`src/rtl/cpu_pkg.sv`:
```
// Shared widths and FSM state type for the 16x8 RAM.
// The pushbutton debouncer uses the FSM state type as well.
package cpu_pkg;

    localparam int ADDR_W    = 4;
    localparam int DATA_W    = 8;
    localparam int MEM_DEPTH = 16;

    typedef enum logic [1:0] {
        IDLE         = 2'd0,
        DEBOUNCE     = 2'd1,
        WRITE        = 2'd2,
        WAIT_RELEASE = 2'd3
    } ram_state_t;

endpackage

```
`src/rtl/button_debouncer.sv`:
```
// Synchronizes and debounces a raw pushbutton, emitting one single-cycle
// pulse per accepted press. Suitable for any front-panel button.
module button_debouncer
    import cpu_pkg::*;
#(
    parameter int DEBOUNCE_CYCLES = 4
) (
    input  logic clk,
    input  logic rst,
    input  logic raw,
    input  logic enable,
    output logic pressed_pulse,
    output logic busy
);

    localparam int CNT_W = $clog2(DEBOUNCE_CYCLES) + 1;
    localparam logic [CNT_W-1:0] LAST_CNT = CNT_W'(DEBOUNCE_CYCLES - 1);
    localparam logic [CNT_W-1:0] CNT_MAX  = {CNT_W{1'b1}};

    logic [1:0]       sync_r;
    logic             btn_s;
    ram_state_t       state_r;
    logic [CNT_W-1:0] cnt_r;
    logic             pulse_r;
    logic             busy_r;

    assign btn_s         = sync_r[1];
    assign pressed_pulse = pulse_r;
    assign busy          = busy_r;

    // Two-flop synchronizer for the asynchronous button input
    always_ff @(posedge clk or posedge rst) begin
        if (rst) begin
            sync_r <= 2'b00;
        end else begin
            sync_r <= {sync_r[0], raw};
        end
    end

    // Press FSM; the pulse is high exactly during WRITE, dropping enable aborts
    always_ff @(posedge clk or posedge rst) begin
        if (rst) begin
            state_r <= IDLE;
            cnt_r   <= {CNT_W{1'b0}};
            pulse_r <= 1'b0;
            busy_r  <= 1'b0;
        end else begin
            pulse_r <= 1'b0;
            case (state_r)
                IDLE: begin
                    if (enable && btn_s) begin
                        state_r <= DEBOUNCE;
                        cnt_r   <= {CNT_W{1'b0}};
                        busy_r  <= 1'b1;
                    end else begin
                        busy_r  <= 1'b0;
                    end
                end
                DEBOUNCE: begin
                    if (!enable || !btn_s) begin
                        state_r <= IDLE;
                        busy_r  <= 1'b0;
                    end else if (cnt_r >= LAST_CNT) begin
                        state_r <= WRITE;
                        pulse_r <= 1'b1;
                    end else if (cnt_r < CNT_MAX) begin
                        cnt_r   <= cnt_r + CNT_W'(1);
                    end
                end
                WRITE: begin
                    if (!enable) begin
                        state_r <= IDLE;
                        busy_r  <= 1'b0;
                    end else begin
                        state_r <= WAIT_RELEASE;
                    end
                end
                WAIT_RELEASE: begin
                    if (!enable || !btn_s) begin
                        state_r <= IDLE;
                        busy_r  <= 1'b0;
                    end
                end
                default: begin
                    state_r <= IDLE;
                    busy_r  <= 1'b0;
                end
            endcase
        end
    end

endmodule

```
`src/rtl/random_access_memory.sv`:
```
// 16x8 RAM with combinational reads, bus writes, and debounced manual
// programming from front-panel switches.
module random_access_memory
    import cpu_pkg::*;
#(
    parameter int DEBOUNCE_CYCLES = 4
) (
    input  logic              clk,
    input  logic              rst,
    input  logic [ADDR_W-1:0] address,
    input  logic              read_from_bus,
    input  logic              write_to_bus,
    input  logic [DATA_W-1:0] bus_in,
    output logic [DATA_W-1:0] bus_out,
    input  logic              manual_mode,
    input  logic [DATA_W-1:0] manual_switches,
    input  logic              manual_write,
    output logic [DATA_W-1:0] contents,
    output logic              manual_busy
);

    logic [DATA_W-1:0] mem_r [MEM_DEPTH];
    logic              manual_pulse_s;
    logic              manual_we_s;
    logic              bus_we_s;

    button_debouncer #(
        .DEBOUNCE_CYCLES(DEBOUNCE_CYCLES)
    ) u_debouncer (
        .clk          (clk),
        .rst          (rst),
        .raw          (manual_write),
        .enable       (manual_mode),
        .pressed_pulse(manual_pulse_s),
        .busy         (manual_busy)
    );

    // A WRITE cycle coinciding with manual_mode falling must not store
    assign manual_we_s = manual_pulse_s && manual_mode;
    assign bus_we_s    = read_from_bus && !manual_mode;

    // Storage array: cleared on reset, one write source at a time by mode
    always_ff @(posedge clk or posedge rst) begin
        if (rst) begin
            for (int i = 0; i < MEM_DEPTH; i++) begin
                mem_r[i] <= {DATA_W{1'b0}};
            end
        end else if (bus_we_s) begin
            mem_r[address] <= bus_in;
        end else if (manual_we_s) begin
            mem_r[address] <= manual_switches;
        end
    end

    // Zero-latency read paths for the LEDs and the bus
    always_comb begin
        contents = mem_r[address];
        if (write_to_bus) begin
            bus_out = mem_r[address];
        end else begin
            bus_out = {DATA_W{1'b0}};
        end
    end

endmodule

```
`config.mk`:
```
export PLATFORM = sky130hd
export DESIGN_NAME = random_access_memory
export DESIGN_NICKNAME = d
export VERILOG_FILES = /design/src/rtl/cpu_pkg.sv /design/src/rtl/button_debouncer.sv /design/src/rtl/random_access_memory.sv
export SDC_FILE = /design/constraint.sdc
export NUM_CORES = 1
export LEC_CHECK = 0
export CORE_ASPECT_RATIO = 0.6
export CORE_MARGIN = 8
export CORE_UTILIZATION = 55
export DETAILED_ROUTE_END_ITERATION = 16
export PLACE_DENSITY = 0.75
export SYNTH_ARGS = -nofsm -noshare
export SYNTH_HDL_FRONTEND = slang
export SYNTH_SLANG_ARGS = --single-unit
```
`constraint.sdc`:
```
create_clock -name clk -period 5.7 [get_ports clk]
set_clock_uncertainty 0.05 [all_clocks]
set_input_delay 0.57 -clock clk [delete_from_list [all_inputs] [get_ports clk]]
set_output_delay 0.57 -clock clk [all_outputs]
set_load 0.02 [all_outputs]
```
# Word-level counts from Yosys, hierarchy flattened
# Cells that the tools add are included.
dict set report totals {
  out_inout_bits 17
  register_bits 137
  input_bits 26
}
dict set report classes {
  bitwise_logic 1
  n_addsub 1
  order_cmp 4
  eq_ne 11
  mux 28
  n_reduce_logical 14
}
# cell count
set ops {}
lappend ops {{bitwise mux 128 bit} 2}
lappend ops {{two-way mux 128 bit} 2}
lappend ops {{binary-select mux 8 bit (select 4 bit)} 1}
lappend ops {{demux 8 bit (select 4 bit)} 1}
lappend ops {{two-way mux 8 bit} 4}
lappend ops {{two-way mux 3 bit} 4}
lappend ops {{two-way mux 2 bit} 5}
lappend ops {{!= test 2 x 1 -> 1 bit (second input constant)} 4}
lappend ops {{one-hot mux 2 bit (4 select lines)} 1}
lappend ops {{two-way mux 1 bit} 6}
lappend ops {{!= test 2 bit (second input constant)} 3}
lappend ops {{one-hot mux 3 bit (2 select lines)} 1}
lappend ops {{>= comparator 5 bit (second input constant)} 1}
lappend ops {{< comparator 5 x 1 -> 1 bit (second input constant)} 1}
lappend ops {{NOT 4 -> 5 bit} 1}
lappend ops {{AND reduction 5 bit} 1}
lappend ops {{== test 2 bit (second input constant)} 2}
lappend ops {{logical AND 1 bit} 4}
lappend ops {{nonzero test 2 bit} 2}
lappend ops {{adder 3 x 1 -> 3 bit (second input constant)} 1}
lappend ops {{>= comparator 3 x 2 -> 1 bit (second input constant)} 1}
lappend ops {{< comparator 3 bit (second input constant)} 1}
lappend ops {{!= test 3 x 1 -> 1 bit (second input constant)} 1}
lappend ops {{one-hot mux 1 bit (3 select lines)} 1}
lappend ops {{other kinds (7)} 8}

# Logic depth before layout (Yosys ltp)
# Gate-level depths: netlist (run 1).
dict set report logic_depth {
  ltp_word 8
  mapped_depth 6
}

# Cells and area by module
# From an unflattened synthesis (run 1), not the netlist that was laid out.
dict set report hier_totals {
  cells_unflattened 423
  hier_area_um2 6696.4
}
# mod seq_area_each_um2 cells_each area_per_inst_um2 n_inst
set by_module_without_submodules {}
lappend by_module_without_submodules {random_access_memory 3203.1 385 6251.0 1}
lappend by_module_without_submodules {button_debouncer 225.2 38 445.4 1}

# Worst setup path after synthesis (run 1)
# Ideal clock, no wire load.
dict set report synth_timing {
  path_type {in2out}
  startpoint {input address[2]}
  endpoint {output bus_out[5]}
  path_buffers 3
  arrival_ps 2127
  stages 6
  slack_ps 2953
  path_cell_list {buf_2 -> buf_2 -> buf_2 -> mux4_2 -> mux2i_1 -> a211oi_1}
}
dict set report synth_via {
  elab_chain_cells 5
}
# item line
set synth_lines {}
lappend synth_lines {{start: declaration} random_access_memory.sv:10} ;# input logic [ADDR_W-1:0] address,
lappend synth_lines {{NOT 4 -> 5 bit (implied by the code)} random_access_memory.sv:59} ;# bus_out = mem_r[address];
lappend synth_lines {{binary-select mux 8 bit (select 4 bit)} random_access_memory.sv:59}
lappend synth_lines {{two-way mux 8 bit (implied by the code) (2 in series)} random_access_memory.sv:59}
lappend synth_lines {{two-way mux 8 bit} random_access_memory.sv:58} ;# if (write_to_bus) begin
lappend synth_lines {{end: declaration} random_access_memory.sv:14} ;# output logic [DATA_W-1:0] bus_out,
# No other way between the ends. The select of a mux whose other input is x is not followed.

# Final worst setup path (run 1)
dict set report layout_timing {
  startpoint {input address[1]}
  endpoint {output bus_out[3]}
}
# Same word-level chain as after synthesis.

==> impl_metrics.env, run 1 <==
export IMPL_die_y_um=101
export IMPL_crit_type="in -> out"
export IMPL_ys_flop_type="dfrtp_1"
export IMPL_multi_input_area_um2=3010
export IMPL_synth_area_leaders="dfrtp_1, mux2_2, mux4_2"
export IMPL_fin_crit_sh_pct=72.3
export IMPL_nets=482
export IMPL_rsz0062_at_grt="no"
export IMPL_cts_sinks=137
export IMPL_worst_pin_slew_ps=1080
export IMPL_grt_pass1_wl_um=23400
export IMPL_final_layout_size_suffix_gt1_share_pct=47.2
export IMPL_dp_cells=600
export IMPL_num_rows=31
export IMPL_h_tree_depth=4
export IMPL_p_leak_uw=0.00328
export IMPL_maxSlewHeadroom_pct=28.1
export IMPL_portBuffers=42
export IMPL_grt_total_usage_pct=19.9
export IMPL_cts_root_buf="clkbuf_16"
export IMPL_ios=43
export IMPL_core_um2=11900
export IMPL_startpoint_type="input pin"
export IMPL_clk_insertion_delay_late_ps=420
export IMPL_ys_warn_count=0
export IMPL_synthCells=421
export IMPL_drc=0
export IMPL_overflow=0
export IMPL_cp_data_arrival_time_ps=3500
export IMPL_grt_max_degree=73
export IMPL_async_flop_share_pct=100
export IMPL_via_per_inst=6.05
export IMPL_antenna_cells=0
export IMPL_drv_cap=0
export IMPL_peakVddDrop_mv=0.213
export IMPL_dpl_hpwl_um=9520
export IMPL_wl_met3_um=870
export IMPL_syn_area_per_cell_um2=15.7
export IMPL_first_iter_violations=200
export IMPL_final_cells=631
export IMPL_finalSetupTns_ps=0
export IMPL_avgRoutedWirePerCell_um=23.0
export IMPL_holdBufCountCts=0
export IMPL_wl_met1_um=6810
export IMPL_synth_edff_count=0
export IMPL_die_area_um2=15900
export IMPL_drt_pass1_iterations=4
export IMPL_period_needed_ps=4120
export IMPL_power_density_nw_per_um2=368
export IMPL_yosys_area_top_type="dfrtp_1"
export IMPL_cts_repair_resized=0
export IMPL_status="finished, final reports clean"
export IMPL_antenna_found_initial=0
export IMPL_max_freq_mhz=243
export IMPL_top_layer_used="met4"
export IMPL_hold_violations=0
export IMPL_ys_ff_latch=137
export IMPL_die_x_um=157
export IMPL_maxSlewViolCount=0
export IMPL_fill_cells=884
export IMPL_grt_pass1_vias=4066
export IMPL_gp_congestion=0.730
export IMPL_synthDistinctLibCells=27
export IMPL_cp_required_ps=5080
export IMPL_dr_wl_met2_um=6630
export IMPL_num_vias=3817
export IMPL_cts_setup_buffers=0
export IMPL_setup_viol=0
export IMPL_seq_area_frac_synth_pct=51.9
export IMPL_cts_tree="done"
export IMPL_path_clk_slew_ps=60
export IMPL_end_kind="primary output"
export IMPL_hold_path_class="reg -> reg"
export IMPL_cts_buffer_depth=2
export IMPL_synth_area_um2=6600
export IMPL_start_util_pct=55.6
export IMPL_cts_buffers=17
export IMPL_wl_um=14500
export IMPL_cp_max_fo=24
export IMPL_syn_nets=449
export IMPL_area_delta_synth_final_pct=16.0
export IMPL_regArea_um2=3430
export IMPL_final_antenna_net_count=0
export IMPL_synth_top_area_share_pct=51.9
synthesized netlist by cell type, drive strengths merged (2+ instances only):
cell	number
buf	17
nand2b	4
dfrtp	137
o22ai	8
a211oi	9
nand2	3
mux2	139
nor4b	4
a21oi	11
nor2	4
inv	6
or4b	4
ha	2
mux2i	10
nor4	8
o21ai	4
mux4	32
clkbuf	13
cell type report:
cell class / count / share of cell area, %
repair buffers: 44 / 5.49
flip-flops and latches: 137 / 44.8
well taps: 165 / 2.70
multi-input cells: 248 / 39.4
clock inverters: 13 / 1.72
clock buffers: 18 / 5.61
inverters: 6 / 0.327
critical path, stage by stage:
cell and delay (ps):
clkdlybuf4s50_1 1080, inv_1 720, a211oi_1 440, clkdlybuf4s50_1 680
where the power goes:
group          leakage (µW)  internal, µW  switching [µW]
sequential          0.00175          1170             101
clock              0.000275           637             407
combinational       0.00125           295             211
metrics by stage:
step	instance area [µm²]	total power, µW	hold slack (ps)	util [%]	setup WS [ps]
6_report	7650	2820	312	64.5	1580
5_1_grt	7650	2940	315	64.5	1400
4_1_cts	7650	2840	315	64.5	1590
3_5_place_dp	7090	1790	302	59.8	1600
3_3_place_gp	7090	1750	286	59.8	1780
2_1_floorplan	6600	1630	281	-	1410
registers in the layout, summed over array words and instances (netlist names):
register	count
u_debouncer.busy	1
u_debouncer.pressed_pulse	1
u_debouncer.sync_r	2
mem_r	128
u_debouncer.state_r	2
u_debouncer.cnt_r	3
cells in the final DEF (no fill, tap or decap), drive strengths merged:
cell type / count
mux2: 139
dfrtp: 137
clkdlybuf4s50: 39
mux4: 32
clkbuf: 18
a21oi: 11
mux2i: 10
a211oi: 9
clkinv: 9
nor4: 8
o22ai: 8
inv: 6
buf: 5
nand2b: 4
nor4b: 4
or4b: 4
o21ai: 4
nor2: 4
nand2: 3
ha: 2
clkinvlp: 2
bufinv: 2
nor2b: 1
or2: 1
a211o: 1
nand3b: 1
nor3: 1
and2: 1
logic make-up after synthesis:
logic type	share of synthesized area (%)
compound gates	3.05
fa+ha+maj	0.379
buf+inv	2.54
flops	51.9
mux	36.2
simple gates	5.88
per-layer routing:
| metal | up-vias | GRT usage, % |
|---|---|---|
| met5 | - | 0 |
| met4 | 0 | 6.99 |
| met2 | 78 | 29.5 |
| li1 | 1670 | - |
| met3 | 15 | 5.44 |
| met1 | 2054 | 27.8 |
path summary, 6_finish.rpt:
path	from	endpoint	slack [ps]	cells after the start
setup / recovery	address[1]	bus_out[3]	1580	4
hold / removal	u_debouncer.sync_r[0]$_DFF_PP0_	u_debouncer.sync_r[1]$_DFF_PP0_	310	0
setup reg to reg	u_debouncer.pressed_pulse$_DFF_PP0_	mem_r[68]$_DFFE_PP0P_	3360	3
hold reg to reg	u_debouncer.sync_r[0]$_DFF_PP0_	u_debouncer.sync_r[1]$_DFF_PP0_	310	0
min in group asynchronous	rst	mem_r[65]$_DFFE_PP0P_	640	2
max in group asynchronous	rst	mem_r[114]$_DFFE_PP0P_	3610	3
Power figures use the tool's default switching activity.
==> run 2, diff against run 1 <==
Clock period 5.7 ns to 4.01 ns, I/O delays scaled along.
==> run 2 against run 1 <==
  * Die area is the same
  * Hold slack lost 20 ps
  * Via count grew 0.26%
  * Critical path type unchanged
  * Largest power group unchanged
  * Highest routed layer unchanged
==> impl_metrics.env, run 2 (synthesis results as in run 1) <==
export IMPL_status="finished, final reports clean"
export IMPL_antenna_cells=0
export IMPL_nets=486
export IMPL_cts_repair_resized=0
export IMPL_peakVddDrop_mv=0.388
export IMPL_cp_required_ps=3560
export IMPL_h_tree_depth=4
export IMPL_largest_reg_flops=128
export IMPL_grt_total_usage_pct=19.8
export IMPL_via_per_inst=6.02
export IMPL_first_iter_violations=281
export IMPL_final_layout_size_suffix_gt1_share_pct=47.3
export IMPL_drc=0
export IMPL_cts_buffers=17
export IMPL_die_y_um=101
export IMPL_startpoint_type="input pin"
export IMPL_dpl_hpwl_um=9460
export IMPL_end_kind="primary output"
export IMPL_postPlaceCellArea_um2=7150
export IMPL_fin_ws_ps=712
export IMPL_final_cells=636
export IMPL_overflow=0
export IMPL_grt_pass1_vias=4158
export IMPL_cts_root_buf="clkbuf_16"
export IMPL_fin_crit_sh_pct=82.2
export IMPL_top_register="mem_r"
export IMPL_num_vias=3827
export IMPL_rsz0062_at_grt="no"
export IMPL_area_delta_synth_final_pct=17.9
export IMPL_period_needed_ps=3300
export IMPL_finalSetupTns_ps=0
export IMPL_avgRoutedWirePerCell_um=22.7
export IMPL_clk_insertion_delay_late_ps=420
export IMPL_antenna_found_initial=0
export IMPL_setup_viol=0
export IMPL_drt_pass1_iterations=4
export IMPL_cts_buffer_depth=2
export IMPL_maxSlewHeadroom_pct=27.5
export IMPL_die_x_um=157
export IMPL_reg2reg_slack_ps=1600
export IMPL_start_util_pct=55.6
export IMPL_cts_tree="done"
export IMPL_max_freq_mhz=303
export IMPL_wl_um=14400
export IMPL_die_area_um2=15900
export IMPL_worst_pin_slew_ps=1060
export IMPL_ios=43
export IMPL_cp_data_arrival_time_ps=2850
export IMPL_grt_pass1_wl_um=23300
export IMPL_holdBufCountCts=0
export IMPL_cts_sinks=137
export IMPL_drv_cap=0
export IMPL_reg_top3="mem_r: 128 flops, u_debouncer.cnt_r: 3 flops"
export IMPL_path_clk_slew_ps=60
export IMPL_hold_violations=0
export IMPL_pre_cts_ws_ps=786
export IMPL_core_um2=11900
export IMPL_grt_max_degree=138
export IMPL_maxSlewViolCount=0
export IMPL_num_rows=31
export IMPL_layout_cells_most_common="mux2_2"
export IMPL_gp_congestion=0.727
export IMPL_p_leak_uw=0.00333
export IMPL_cp_max_fo=24
export IMPL_cts_setup_buffers=0
export IMPL_final_area_um2=7780
export IMPL_hold_path_class="reg -> reg"
export IMPL_layout_common_cells="mux2_2, dfrtp_1, clkdlybuf4s50_1"
export IMPL_final_antenna_net_count=0
export IMPL_crit_type="in -> out"
export IMPL_portBuffers=42
export IMPL_power_density_nw_per_um2=537
export IMPL_dp_cells=604
-- run 2: cell count changes in the layout (fill, tap and decap cells not counted), sizes merged --
cell / before / now
bufinv: 2 / 4
clkinv: 9 / 5
inv: 6 / 5
clkbuf: 18 / 22
buf: 5 / 9
-- run 2: area by class of cell --
class                      count  area (µm²)
fill                         863        4090
clock buffer                  22         464
tap                          165         206
sequential                   137        3430
timing repair buffer          48         475
inverter                       6        26.3
multi-input combinational    248        3010
clock inverter                10         168
-- run 2: final timing paths --
check | depth (start not counted) | endpoint | from
min reg2reg | 0 | u_debouncer.sync_r[1]$_DFF_PP0_ | u_debouncer.sync_r[0]$_DFF_PP0_
max reg2reg | 3 | mem_r[70]$_DFFE_PP0P_ | u_debouncer.pressed_pulse$_DFF_PP0_
min | 0 | u_debouncer.sync_r[1]$_DFF_PP0_ | u_debouncer.sync_r[0]$_DFF_PP0_
max in group asynchronous | 3 | mem_r[93]$_DFFE_PP0P_ | rst
max | 5 | bus_out[0] | address[1]
min in group asynchronous | 3 | mem_r[3]$_DFFE_PP0P_ | rst
-- run 2: critical path: stages --
cell and delay (ps):
clkdlybuf4s50_1 460, buf_4 270, inv_1 460, a211oi_1 540, clkdlybuf4s50_1 700
-- run 2: routing by layer --
metal | vias to the layer above | global-route usage, % | part of all wire [%]
met5 | - | 0 | 0
li1 | 1679 | - | -
met4 | 0 | 6.26 | 0.86
met3 | 13 | 5.09 | 7.9
met1 | 2025 | 27.7 | 46
met2 | 110 | 29.7 | 45
-- run 2: report_power, final --
part | internal [µW] | switching, µW | leakage, µW | total, µW
sequential | 1660 | 135 | 0.00175 | 1790
clock | 1080 | 584 | 0.000304 | 1660
combinational | 424 | 304 | 0.00127 | 728
-- run 2: stage by stage --
step	hold WS, ps	power, µW	util [%]
6_report	292	4180	65.6
5_1_grt	296	4360	65.6
4_1_cts	295	4210	65.6
3_5_place_dp	288	2540	60.2
3_3_place_gp	284	2500	60.2
2_1_floorplan	281	2320	-
==> run 3, diff against run 2 <==
Settings changed: CORE_UTILIZATION 55 to 53, PLACE_DENSITY 0.75 to 0.76.
Clock period 4.01 ns to 2.87 ns, I/O delays scaled along.
==> run 3 against run 2 <==
  * Worst setup slack worse by 510 ps
  * Critical endpoint is now contents[2]
  * Register-to-register slack got worse by 780 ps
  * Via count is 4.0% higher
  * Die area is 3.3% higher
  * Global-route usage grew 0.44 points
  * Critical path depth up 1
  * Sequential share of layout area is 1.0 points lower
  * Sequential cell count unchanged
  * Core utilization grew 0.27 points
  * Wire length is 7.7% higher
  * Hold slack worse by 200 ps
  * Non-clock buffer count is 19 higher
==> impl_metrics.env, run 3 (synthesis results as in run 1) <==
export IMPL_status="finished, final reports clean"
export IMPL_crit_slowest_cell="clkdlybuf4s50_1"
export IMPL_first_iter_violations=313
export IMPL_dpl_hpwl_um=10600
export IMPL_sw_frac_of_total_pct=24.4
export IMPL_avgRoutedWirePerCell_um=23.8
export IMPL_h_tree_depth=4
export IMPL_peakVddDrop_mv=0.446
export IMPL_cts_buffers=17
export IMPL_maxSlewViolCount=0
export IMPL_clk_insertion_delay_late_ps=410
export IMPL_crit_type="in -> out"
export IMPL_cp_required_ps=2530
export IMPL_cts_repair_resized=0
export IMPL_cp_data_arrival_time_ps=2330
export IMPL_layout_common_cells="mux2_2, dfrtp_1, clkdlybuf4s50_1"
export IMPL_die_area_um2=16400
export IMPL_seq_power_share_pct=42.3
export IMPL_gp_congestion=0.796
export IMPL_crit_chain="buf_2 > buf_12 > mux4_2 > mux2i_1 > a21oi_1 > clkdlybuf4s50_1"
export IMPL_start_util_pct=54.5
export IMPL_antenna_found_initial=0
export IMPL_drc=0
export IMPL_fin_crit_sh_pct=92.8
export IMPL_grt_pass1_wl_um=24900
export IMPL_layout_cells_most_common="mux2_2"
export IMPL_final_layout_size_suffix_gt1_share_pct=49.5
export IMPL_overflow=0
export IMPL_cts_setup_buffers=0
export IMPL_cts_buffer_depth=2
export IMPL_rsz0062_at_grt="no"
export IMPL_num_vias=3979
export IMPL_final_antenna_net_count=0
export IMPL_critPathMaxStageDelay_ps=560
export IMPL_hold_path_class="in -> async"
export IMPL_grt_max_degree=53
export IMPL_max_freq_mhz=375
export IMPL_die_x_um=160
export IMPL_finalSetupTns_ps=0
export IMPL_p_leak_uw=0.00345
export IMPL_period_needed_ps=2660
export IMPL_core_um2=12100
export IMPL_nets=505
export IMPL_die_y_um=102
export IMPL_ios=43
export IMPL_path_clk_slew_ps=60
export IMPL_clkPwrFrac_pct=40.3
export IMPL_portBuffers=42
export IMPL_drt_pass1_iterations=5
export IMPL_hold_violations=0
export IMPL_wl_um=15600
export IMPL_power_density_nw_per_um2=750
export IMPL_final_util_pct=65.8
export IMPL_startpoint_type="input pin"
export IMPL_drv_cap=0
export IMPL_setup_viol=0
export IMPL_worst_pin_slew_ps=801
export IMPL_num_rows=31
export IMPL_maxSlewHeadroom_pct=46.2
export IMPL_antenna_cells=0
export IMPL_end_kind="primary output"
export IMPL_cts_root_buf="clkbuf_16"
export IMPL_cp_max_fo=15
export IMPL_p_sw_uw=1460
export IMPL_power_frac_comb_pct=17.4
export IMPL_top_register="mem_r"
export IMPL_grt_pass1_vias=4341
export IMPL_area_delta_synth_final_pct=20.7
export IMPL_cts_sinks=137
export IMPL_cp_num_buf_inv=3
export IMPL_power_internal_uw=4520
export IMPL_holdBufCountCts=0
export IMPL_cts_tree="done"
export IMPL_reg_top3="mem_r: 128 flops, u_debouncer.cnt_r: 3 flops"
export IMPL_largest_reg_flops=128
export IMPL_crit_family="buffers and inverters"
export IMPL_via_per_inst=6.08
export IMPL_grt_total_usage_pct=20.2
-- run 3: cell count changes in the layout (fill, tap and decap cells not counted) --
cell	before	now
clkinv_4	4	0
buf_12	2	4
inv_6	0	3
buf_4	4	21
bufinv_16	4	5
clkbuf_1	3	2
-- run 3: worst register-to-register path: stages, from the launching register on --
cell and delay (ps):
dfrtp_1 390, mux2i_4 520, or4b_1 580, mux2_2 400
-- run 3: final timing paths --
path | start | to | slack (ps) | cells after the start
min | rst | mem_r[44]$_DFFE_PP0P_ | 90 | 2
max | address[3] | contents[2] | 210 | 6
min in group clk | manual_write | u_debouncer.sync_r[0]$_DFF_PP0_ | 260 | 1
max in group asynchronous | rst | mem_r[52]$_DFFE_PP0P_ | 2010 | 3
min reg2reg | u_debouncer.sync_r[0]$_DFF_PP0_ | u_debouncer.sync_r[1]$_DFF_PP0_ | 300 | 0
max reg2reg | u_debouncer.pressed_pulse$_DFF_PP0_ | mem_r[70]$_DFFE_PP0P_ | 820 | 3
-- run 3: stage by stage --
step / hold slack [ps] / instances / total power, µW / setup WS (ps) / cell area, µm²
after CTS: 88.4 / 654 / 6010 / 166 / 7970
after global routing: 86.0 / 654 / 6220 / 67.9 / 7970
after detailed placement: 286 / 623 / 3590 / 155 / 7320
final: 94.2 / 654 / 5970 / 206 / 7970
after global placement: 284 / 623 / 3510 / 205 / 7320
after floorplan: 268 / 421 / 3250 / 689 / 6600
-- run 3: power by group through the flow --
stage,Clock (µW),Sequential [µW],Combinational (µW)
6_report,2410,2530,1040
3_3_place_gp,0,2520,993
2_1_floorplan,0,2470,780
5_1_grt,2540,2570,1120
4_1_cts,2440,2520,1050
3_5_place_dp,0,2550,1040
-- run 3: layout make-up --
type                       count  area, µm²
clock buffer                  21        460
clock inverter                10        189
fill                         868       4140
inverter                       6       26.3
multi-input combinational    248       3010
sequential                   137       3430
tap                          165        206
timing repair buffer          67        643
-- run 3: layer usage --
layer	track usage, %	share of wire (%)	up-vias
met5	0	0	-
met4	5.57	1.2	0
met3	5.63	6.0	20
met2	31.6	47	127
met1	27.5	46	2117
li1	-	-	1715
